[config.mk]
export PLATFORM = sky130hd
export DESIGN_NAME = ps2_scancode_rx
export DESIGN_NICKNAME = d
export VERILOG_FILES = /design/src/rtl/ps2_pkg.sv /design/src/rtl/ps2_scancode_rx_if.sv /design/src/rtl/ps2_sync_fifo.sv /design/src/rtl/ps2_scancode_rx.sv
export SDC_FILE = /design/constraint.sdc
export NUM_CORES = 1
export LEC_CHECK = 0
export ABC_AREA = 1
export CAP_MARGIN = 20
export CORE_MARGIN = 2
export CORE_UTILIZATION = 39
export CTS_BUF_LIST = sky130_fd_sc_hd__clkbuf_4 sky130_fd_sc_hd__clkbuf_8 sky130_fd_sc_hd__clkbuf_16
export CTS_CLUSTER_SIZE = 40
export DETAILED_ROUTE_END_ITERATION = 7
export PLACE_DENSITY = 0.65
export SYNTH_ARGS = -nofsm -noshare
export SYNTH_HDL_FRONTEND = slang
export SYNTH_HIERARCHICAL = 1
export SYNTH_SLANG_ARGS = --single-unit
[constraint.sdc]
create_clock -name iClk -period 2.1 [get_ports iClk]
set_clock_uncertainty 0.1 [all_clocks]
set_input_delay 0.42 -clock iClk [delete_from_list [all_inputs] [get_ports iClk]]
set_output_delay 0.42 -clock iClk [all_outputs]
set_load 0.1 [all_outputs]
[src/rtl/ps2_pkg.sv]
// Shared types and constants for the PS/2 scan-code receiver: frame FSM states,
// prefix byte values and the layout of one decoded FIFO entry.
package ps2_pkg;

  typedef enum logic [1:0] {
    IDLE   = 2'd0,
    DATA   = 2'd1,
    PARITY = 2'd2,
    STOP   = 2'd3
  } ps2_state_e;

  localparam logic [7:0] PS2_EXT = 8'hE0;
  localparam logic [7:0] PS2_BRK = 8'hF0;

  // Entry layout: {ext, brk, code[7:0]}
  localparam int ENTRY_W  = 10;
  localparam int CODE_LSB = 0;
  localparam int CODE_MSB = 7;
  localparam int BRK_BIT  = 8;
  localparam int EXT_BIT  = 9;

endpackage

[src/rtl/ps2_scancode_rx_if.sv]
// Decoded key-event stream. valid/ready: an entry transfers in any cycle where
// valid and ready are both high; the master holds code/brk/ext stable while valid && !ready.
interface ps2_scancode_rx_if;
  logic       valid;
  logic       ready;
  logic [7:0] code;
  logic       brk;
  logic       ext;

  modport master (output valid, output code, output brk, output ext, input ready);
  modport slave  (input valid, input code, input brk, input ext, output ready);
endinterface

[src/rtl/ps2_sync_fifo.sv]
// First-word fall-through synchronous FIFO. A push while full is dropped and flagged
// unless a pop happens in the same cycle; head data reads as zero when empty.
module ps2_sync_fifo #(
  parameter int WIDTH = 10,
  parameter int DEPTH = 8
) (
  input  logic                     iClk,
  input  logic                     iReset_n,
  input  logic                     push_i,
  input  logic [WIDTH-1:0]         data_i,
  input  logic                     ready_i,
  output logic                     valid_o,
  output logic [WIDTH-1:0]         data_o,
  output logic                     overflow_o,
  output logic [$clog2(DEPTH):0]   level_o
);
  localparam int AW = $clog2(DEPTH);
  localparam int LW = AW + 1;

  logic [WIDTH-1:0] mem_q [DEPTH];
  logic [AW-1:0]    wr_ptr_q, wr_ptr_d;
  logic [AW-1:0]    rd_ptr_q, rd_ptr_d;
  logic [LW-1:0]    count_q, count_d;
  logic             empty, full, pop, wr;

  always_comb begin
    empty      = (count_q == '0);
    full       = (count_q == LW'(DEPTH));
    pop        = ~empty & ready_i;
    wr         = push_i & (~full | pop);
    overflow_o = push_i & full & ~pop;
    wr_ptr_d   = wr  ? wr_ptr_q + AW'(1) : wr_ptr_q;
    rd_ptr_d   = pop ? rd_ptr_q + AW'(1) : rd_ptr_q;
    count_d    = count_q;
    case ({wr, pop})
      2'b10:   count_d = count_q + LW'(1);
      2'b01:   count_d = count_q - LW'(1);
      default: count_d = count_q;
    endcase
  end

  always_ff @(posedge iClk or negedge iReset_n) begin
    if (!iReset_n) begin
      wr_ptr_q <= '0;
      rd_ptr_q <= '0;
      count_q  <= '0;
    end else begin
      wr_ptr_q <= wr_ptr_d;
      rd_ptr_q <= rd_ptr_d;
      count_q  <= count_d;
    end
  end

  // Storage needs no reset: the head is masked whenever the FIFO is empty.
  always_ff @(posedge iClk) begin
    if (wr) mem_q[wr_ptr_q] <= data_i;
  end

  assign valid_o = ~empty;
  assign data_o  = empty ? '0 : mem_q[rd_ptr_q];
  assign level_o = count_q;

endmodule

[src/rtl/ps2_scancode_rx.sv]
// PS/2 keyboard receiver: synchronise and deglitch the pins, capture 11-bit frames,
// fold E0/F0 prefixes into flags and queue decoded key events in a small FIFO.
module ps2_scancode_rx
  import ps2_pkg::*;
#(
  parameter int FILTER_LEN  = 8,
  parameter int TIMEOUT_CYC = 50000,
  parameter int FIFO_DEPTH  = 8
) (
  input  logic                        iClk,
  input  logic                        iReset_n,
  input  logic                        iPs2_Clk,
  input  logic                        iPs2_Data,
  input  logic                        iReady,
  output logic                        oValid,
  output logic [7:0]                  oCode,
  output logic                        oBreak,
  output logic                        oExtended,
  output logic                        oFrameErr,
  output logic                        oOverflow,
  output logic [$clog2(FIFO_DEPTH):0] oLevel
);
  localparam int TW = $clog2(TIMEOUT_CYC + 1);

  logic               clk_s1_q, clk_s1_d, clk_s2_q, clk_s2_d;
  logic               dat_s1_q, dat_s1_d, dat_s2_q, dat_s2_d;
  logic               filt_clk_q, filt_clk_d;
  logic [7:0]         filt_cnt_q, filt_cnt_d;
  ps2_state_e         state_q, state_d;
  logic [2:0]         bit_idx_q, bit_idx_d;
  logic [7:0]         shift_q, shift_d;
  logic               parity_q, parity_d;
  logic [TW-1:0]      to_cnt_q, to_cnt_d;
  logic               ext_q, ext_d, brk_q, brk_d;
  logic               push_q, push_d;
  logic [ENTRY_W-1:0] push_data_q, push_data_d;
  logic               frame_err_q, frame_err_d;
  logic               fall, byte_ok, frame_fault;

  logic [ENTRY_W-1:0] head;
  logic               fifo_valid;

  always_comb begin
    clk_s1_d = iPs2_Clk;
    clk_s2_d = clk_s1_q;
    dat_s1_d = iPs2_Data;
    dat_s2_d = dat_s1_q;

    filt_clk_d = filt_clk_q;
    filt_cnt_d = '0;
    if (clk_s2_q != filt_clk_q) begin
      if (filt_cnt_q == 8'(FILTER_LEN - 1)) filt_clk_d = clk_s2_q;
      else                                  filt_cnt_d = filt_cnt_q + 8'd1;
    end
    fall = filt_clk_q & ~filt_clk_d;

    state_d     = state_q;
    bit_idx_d   = bit_idx_q;
    shift_d     = shift_q;
    parity_d    = parity_q;
    to_cnt_d    = to_cnt_q;
    ext_d       = ext_q;
    brk_d       = brk_q;
    push_d      = 1'b0;
    push_data_d = push_data_q;
    frame_err_d = 1'b0;
    byte_ok     = 1'b0;
    frame_fault = 1'b0;

    case (state_q)
      IDLE: if (fall && !dat_s2_q) begin
        state_d   = DATA;
        bit_idx_d = '0;
      end
      DATA: if (fall) begin
        shift_d = {dat_s2_q, shift_q[7:1]};
        if (bit_idx_q == 3'd7) state_d = PARITY;
        else                   bit_idx_d = bit_idx_q + 3'd1;
      end
      PARITY: if (fall) begin
        parity_d = dat_s2_q;
        state_d  = STOP;
      end
      STOP: if (fall) begin
        state_d = IDLE;
        if ((^{shift_q, parity_q}) && dat_s2_q) byte_ok = 1'b1;
        else                                    frame_fault = 1'b1;
      end
      default: state_d = IDLE;
    endcase

    // Watchdog restarts on every fall event so a stalled frame cannot wedge the FSM.
    if (state_q == IDLE) begin
      to_cnt_d = '0;
    end else if (fall) begin
      to_cnt_d = '0;
    end else if (to_cnt_q == TW'(TIMEOUT_CYC - 1)) begin
      state_d     = IDLE;
      frame_fault = 1'b1;
    end else begin
      to_cnt_d = to_cnt_q + TW'(1);
    end

    if (frame_fault) begin
      frame_err_d = 1'b1;
      ext_d       = 1'b0;
      brk_d       = 1'b0;
    end

    if (byte_ok) begin
      if (shift_q == PS2_EXT) begin
        ext_d = 1'b1;
      end else if (shift_q == PS2_BRK) begin
        brk_d = 1'b1;
      end else begin
        push_d      = 1'b1;
        push_data_d = {ext_q, brk_q, shift_q};
        ext_d       = 1'b0;
        brk_d       = 1'b0;
      end
    end
  end

  always_ff @(posedge iClk or negedge iReset_n) begin
    if (!iReset_n) begin
      clk_s1_q    <= 1'b1;
      clk_s2_q    <= 1'b1;
      dat_s1_q    <= 1'b1;
      dat_s2_q    <= 1'b1;
      filt_clk_q  <= 1'b1;
      filt_cnt_q  <= '0;
      state_q     <= IDLE;
      bit_idx_q   <= '0;
      shift_q     <= '0;
      parity_q    <= 1'b0;
      to_cnt_q    <= '0;
      ext_q       <= 1'b0;
      brk_q       <= 1'b0;
      push_q      <= 1'b0;
      push_data_q <= '0;
      frame_err_q <= 1'b0;
    end else begin
      clk_s1_q    <= clk_s1_d;
      clk_s2_q    <= clk_s2_d;
      dat_s1_q    <= dat_s1_d;
      dat_s2_q    <= dat_s2_d;
      filt_clk_q  <= filt_clk_d;
      filt_cnt_q  <= filt_cnt_d;
      state_q     <= state_d;
      bit_idx_q   <= bit_idx_d;
      shift_q     <= shift_d;
      parity_q    <= parity_d;
      to_cnt_q    <= to_cnt_d;
      ext_q       <= ext_d;
      brk_q       <= brk_d;
      push_q      <= push_d;
      push_data_q <= push_data_d;
      frame_err_q <= frame_err_d;
    end
  end

  ps2_scancode_rx_if out_if ();

  ps2_sync_fifo #(
    .WIDTH (ENTRY_W),
    .DEPTH (FIFO_DEPTH)
  ) u_fifo (
    .iClk       (iClk),
    .iReset_n   (iReset_n),
    .push_i     (push_q),
    .data_i     (push_data_q),
    .ready_i    (out_if.ready),
    .valid_o    (fifo_valid),
    .data_o     (head),
    .overflow_o (oOverflow),
    .level_o    (oLevel)
  );

  assign out_if.ready = iReady;
  assign out_if.valid = fifo_valid;
  assign out_if.code  = head[CODE_MSB:CODE_LSB];
  assign out_if.brk   = head[BRK_BIT];
  assign out_if.ext   = head[EXT_BIT];

  assign oValid    = out_if.valid;
  assign oCode     = out_if.code;
  assign oBreak    = out_if.brk;
  assign oExtended = out_if.ext;
  assign oFrameErr = frame_err_q;

endmodule

==> run_results.csv <==
group,metric,value,unit
power,p_int,7.593,mW
route,dr_wl_met3,657,um
synthesis,synth.yosys.warnings,6,
synthesis,synth_edf_count,80,
setup_path,criticalPathCategory,"flop to output pin",
floorplan,core.rowCount,47,
final_layout,final_common_cell,"sky130_fd_sc_hd__nor2_1",
clock_tree,clk_transition_reported_paths,0.06,ns
floorplan,die_width,133.7,um
sta,layout_setup_ws,-0.3603,ns
synthesis,multiplexer_share_of_the_synthesized_area,0.004959,
grt,number_of_global_route_vias_before_repair,4594,
place,gpl.final_weighted_congestion,0.8965,
grt,grt_antenna_before_repair,0,
route,drt-wirelength-per-cell,15.36,um
synthesis,synth.avg_cell_area,10.35,um^2
setup_path,critical-path-top-delay-family,"compound AO/OA/AOI/OAI gates",
route,wirelength,14220,um
setup_path,cp_data_arrival_time,1.94,ns
final_layout,diodes,0,
clock_tree,tritoncts,"yes",
sta,timing.final.hold_violations,0,
setup_path,cp_data_required_time,1.58,ns
grt,grt_first_pass_wirelength,22760,um
run_status,failed_checks,"negative setup slack",
synthesis,synth.yosys.seq_area_share,0.6227,
power,clock_power_share,0.251,
synthesis,synth.top_cells.by_area,"sky130_fd_sc_hd__edfxtp_1 (37%), sky130_fd_sc_hd__dfrtp_1 (24%), sky130_fd_sc_hd__nor2_1 (7.3%), sky130_fd_sc_hd__nand2_1 (5.1%), sky130_fd_sc_hd__o21ai_0 (3.3%)",
clock_tree,ctsHtreeMaxLevel,4,
run,timing.max_cap.violations,0,
synthesis,synth-seq-cells,147,
synthesis,synth_compound_gate_area_share,0.08793,
power,cellPowerDensity,1472,nW/um^2
floorplan,effective_utilization_at_floorplan,0.3970,
sta,final_period_minus_worst_setup_slack,2.460,ns
setup_path,worstReg2RegStart,"u_fifo/level_o[1]$_DFFE_PN0P_",
setup_path,crit_path_top_delay_cell,"sky130_fd_sc_hd__dfrtp_2",
setup_path,critPathMaxStageDelay,0.46,ns
grt,grt_use_total,0.1625,
synthesis,synth_top_family_by_area,"simple AND/OR/NAND/NOR gates",
final_layout,final_layout_size_suffix_gt1_frac,0.2635,
clock_tree,clockBufferDepth,2,
grt,pin_count_of_the_biggest_net_entering_global_routing,68,
grt,gr-total-overflow,0,
route,viasPerCell,5.141,
synthesis,synth_xor_xnor_area_share,0.02136,
power,vdd_ir_drop_max,1.478,mV
power,fin_total_pwr,12.65,mW
final_layout,filler_cell_count,1398,
route,final_ant_viol_nets,0,
final_layout,finalInstanceArea,8593,um^2
synthesis,synth_area,6560,um^2
power,power.combinational.fraction,0.489,
setup_path,critPathLaunchType,"flop",
synthesis,synthesis.nets,646,
route,drt-pass1-iter-count,5,
place,portBuffers,21,
setup_path,path_cells,"bufbuf_16 > o21ai_0 > o32ai_1 > o21ai_1 > nor2_4 > buf_12",
setup_path,timing.reg2reg.setup_slack,0.05,ns
final_layout,final_core_density,0.5200,
floorplan,boundary_pins,22,
clock_tree,clk_root_buffer_cell,"sky130_fd_sc_hd__clkbuf_16",
floorplan,fp.coreArea,16520,um^2
route,drt_drc_violations_left,0,
power,power_switching,5.056,mW
hold_path,whs_path_depth,0,
clock_tree,cts_buffers,17,
final_layout,area.growth.synth_to_final,30.99,%
synthesis,synth.largest_area_cell,"sky130_fd_sc_hd__edfxtp_1",
hold_path,min_path_type,"flop to flop",
sta,slew_viol_final,0,
route,drtIter0Drc,301,
setup_path,nature_of_the_critical_path_endpoint,"output pin",
synthesis,post_synth_num_cell_types,44,
final_layout,commonest_cells_after_routing_fill_and_taps_aside,"sky130_fd_sc_hd__nor2_1 (95), sky130_fd_sc_hd__nand2_1 (89), sky130_fd_sc_hd__edfxtp_1 (80)",
setup_path,cp_num_buf_inv,2,
sta,max_freq,406.4,MHz
sta,grt_setup_unrepaired,"yes",
route,num_vias,4761,
sta,worst_max_slew_pin_slew,0.5491,ns
sta,timing.max_slew.rel_slack,0.6335,
clock_tree,source_to_sink_clock_delay_at_the_later_pin_of_the_worst_skew_pair,0.41,ns
synthesis,postSynth.topFlopCell,"sky130_fd_sc_hd__edfxtp_1",
run_status,run_status,"finished with violations",
place,placed_cell_areas,7485,um^2
setup_path,timing.rr.end,"u_fifo/level_o[2]$_DFFE_PN0P_",
floorplan,die-height,133.7,um
sta,finalSetupViolCount,12,
final_layout,nets,705,
route,route.layer.met1.wl,5978,um
route,maxUsedRoutingLayer,"met4",
route,routed-wl-met2,7389,um
power,static_leakage,3.600,nW
hold_path,timing.hold.worst_endpoint,"clk_s2_q$_DFF_PN1_",
floorplan,fp.dieArea,17870,um^2
hold_path,min_from,"clk_s1_q$_DFF_PN1_",
place,dpl.hpwl,9338,um
power,sequentialPowerShare,0.260,
clock_tree,tritoncts_num_sinks,147,
synthesis,yosys.area.top_type_share,0.3662,
setup_path,worst_r2r_path_depth,14,
power,p_sw_frac,0.3997,
setup_path,critical_path.max_fanout,11,
synthesis,synthSimpleGateAreaFrac,0.2048,
synthesis,yosys.area_share.adder,0.01335,
synthesis,postSynth.asyncResetShare,0.4558,
synthesis,syn-instance-count,634,
sta,final_min_period_over_clock_period,1.172,
[cell usage after synthesis (all sizes together), types with 2 or more instances]
cell type,number
a21oi,10
dfrtp,62
nor2,137
o21ai,55
xor2,10
a21boi,3
nor4,2
mux2,2
dfstp,5
o21a,3
o32ai,20
buf,9
ha,7
or2,3
nand3b,2
inv,52
nand3,28
nor3,17
nor3b,3
nand2,96
nand4,6
clkbuf,12
xnor2,6
edfxtp,80
[worst max path at each step]
| stage | from | cells past startpoint | endpoint | slack [ns] |
|---|---|---|---|---|
| after floorplan | u_fifo/level_o[1]$_DFFE_PN0P_ | 5 | oBreak | -0.15 |
| after global placement | iReady | 6 | u_fifo/mem_q[2][7]$_DFFE_PP_ | -0.1 |
| after detailed placement | iReady | 6 | u_fifo/mem_q[0][4]$_DFFE_PP_ | -0.12 |
| after CTS | u_fifo/rd_ptr_q[0]$_DFFE_PN0N_ | 7 | oBreak | -0.36 |
| after global routing | u_fifo/rd_ptr_q[0]$_DFFE_PN0N_ | 7 | oCode[4] | -0.40 |
| final | u_fifo/rd_ptr_q[0]$_DFFE_PN0N_ | 6 | oCode[5] | -0.36 |
[worst reg2reg max path: stages, from the launching register on]
cell and delay (ns):
sky130_fd_sc_hd__dfrtp_4 0.49, sky130_fd_sc_hd__nor2_4 0.19, sky130_fd_sc_hd__nand2_8 0.08, sky130_fd_sc_hd__buf_12 0.15, sky130_fd_sc_hd__buf_4 0.15, sky130_fd_sc_hd__nand3_4 0.06
sky130_fd_sc_hd__nand2_1 0.07, sky130_fd_sc_hd__nand2_1 0.07, sky130_fd_sc_hd__inv_2 0.04, sky130_fd_sc_hd__ha_1 0.16, sky130_fd_sc_hd__inv_1 0.05, sky130_fd_sc_hd__nand2_1 0.07
sky130_fd_sc_hd__xnor2_1 0.15, sky130_fd_sc_hd__nand2_1 0.07, sky130_fd_sc_hd__o21ai_1 0.08
[registers in the layout (all words and copies together) (netlist names)]
| register | cells |
|---|---|
| dat_s2_q | 1 |
| dat_s1_q | 1 |
| to_cnt_q | 16 |
| oFrameErr | 1 |
| filt_clk_q | 1 |
| u_fifo/wr_ptr_q | 3 |
| shift_q | 8 |
| u_fifo/level_o | 4 |
| clk_s1_q | 1 |
| parity_q | 1 |
| brk_q | 1 |
| push_q | 1 |
| bit_idx_q | 3 |
| u_fifo/rd_ptr_q | 3 |
| push_data_q | 10 |
| filt_cnt_q | 8 |
| ext_q | 1 |
| state_q | 2 |
| u_fifo/mem_q | 80 |
| clk_s2_q | 1 |
[metrics by stage]
step           hold WS (ns)  instances  TNS (ns)  setup WS [ns]
3_3_place_gp         0.2465        877    -3.001       -0.09708
3_5_place_dp         0.2472        877    -4.253        -0.1162
4_1_cts              0.2557        920    -3.516        -0.3636
2_1_floorplan       0.02441        634    -3.950        -0.1516
6_report             0.2549        926    -3.379        -0.3603
5_1_grt              0.2608        926    -4.053        -0.4032
[power by group through the flow]
stage	logic, mW	registers (mW)	clock network, mW
2_1_floorplan	3.18	3.61	0
3_3_place_gp	5.06	3.35	0
3_5_place_dp	5.11	3.36	0
4_1_cts	5.78	3.28	3.21
5_1_grt	6.48	3.30	3.35
6_report	6.19	3.28	3.17
[layer usage]
metal  GRT usage  vias up
li1            -     2268
met2      0.2884      137
met1      0.2010     2337
met3     0.03311       19
met4     0.04669        0
met5           0        -
[final cells by class]
cell class / instances / area, um^2 / share of cell area
Timing Repair Buffer: 61 / 872.1 / 0.1015
Multi-Input combinational cell: 414 / 2519 / 0.2931
Sequential cell: 147 / 4101 / 0.4773
Clock buffer: 19 / 440.4 / 0.05125
Clock inverter: 13 / 182.7 / 0.02126
Inverter: 52 / 202.7 / 0.02359
Tap cell: 220 / 275.3 / 0.03203
[logic make-up after synthesis]
family	Yosys count
mux	3
flops	147
fa+ha+maj	7
xor+xnor	16
compound gates	92
buf+inv	73
simple gates	296
[repair_timing]
action | in CTS | in global routing
hold buffers | 1 | 0
endpoints found under the hold margin | 62 | 0
pin swaps | 14 | 21
gates cloned | 2 | 2
endpoints found under the setup margin | 11 | 28
buffers inserted | 9 | 4
gates resized for setup | 39 | 45
(Power assumes the default switching activity.)
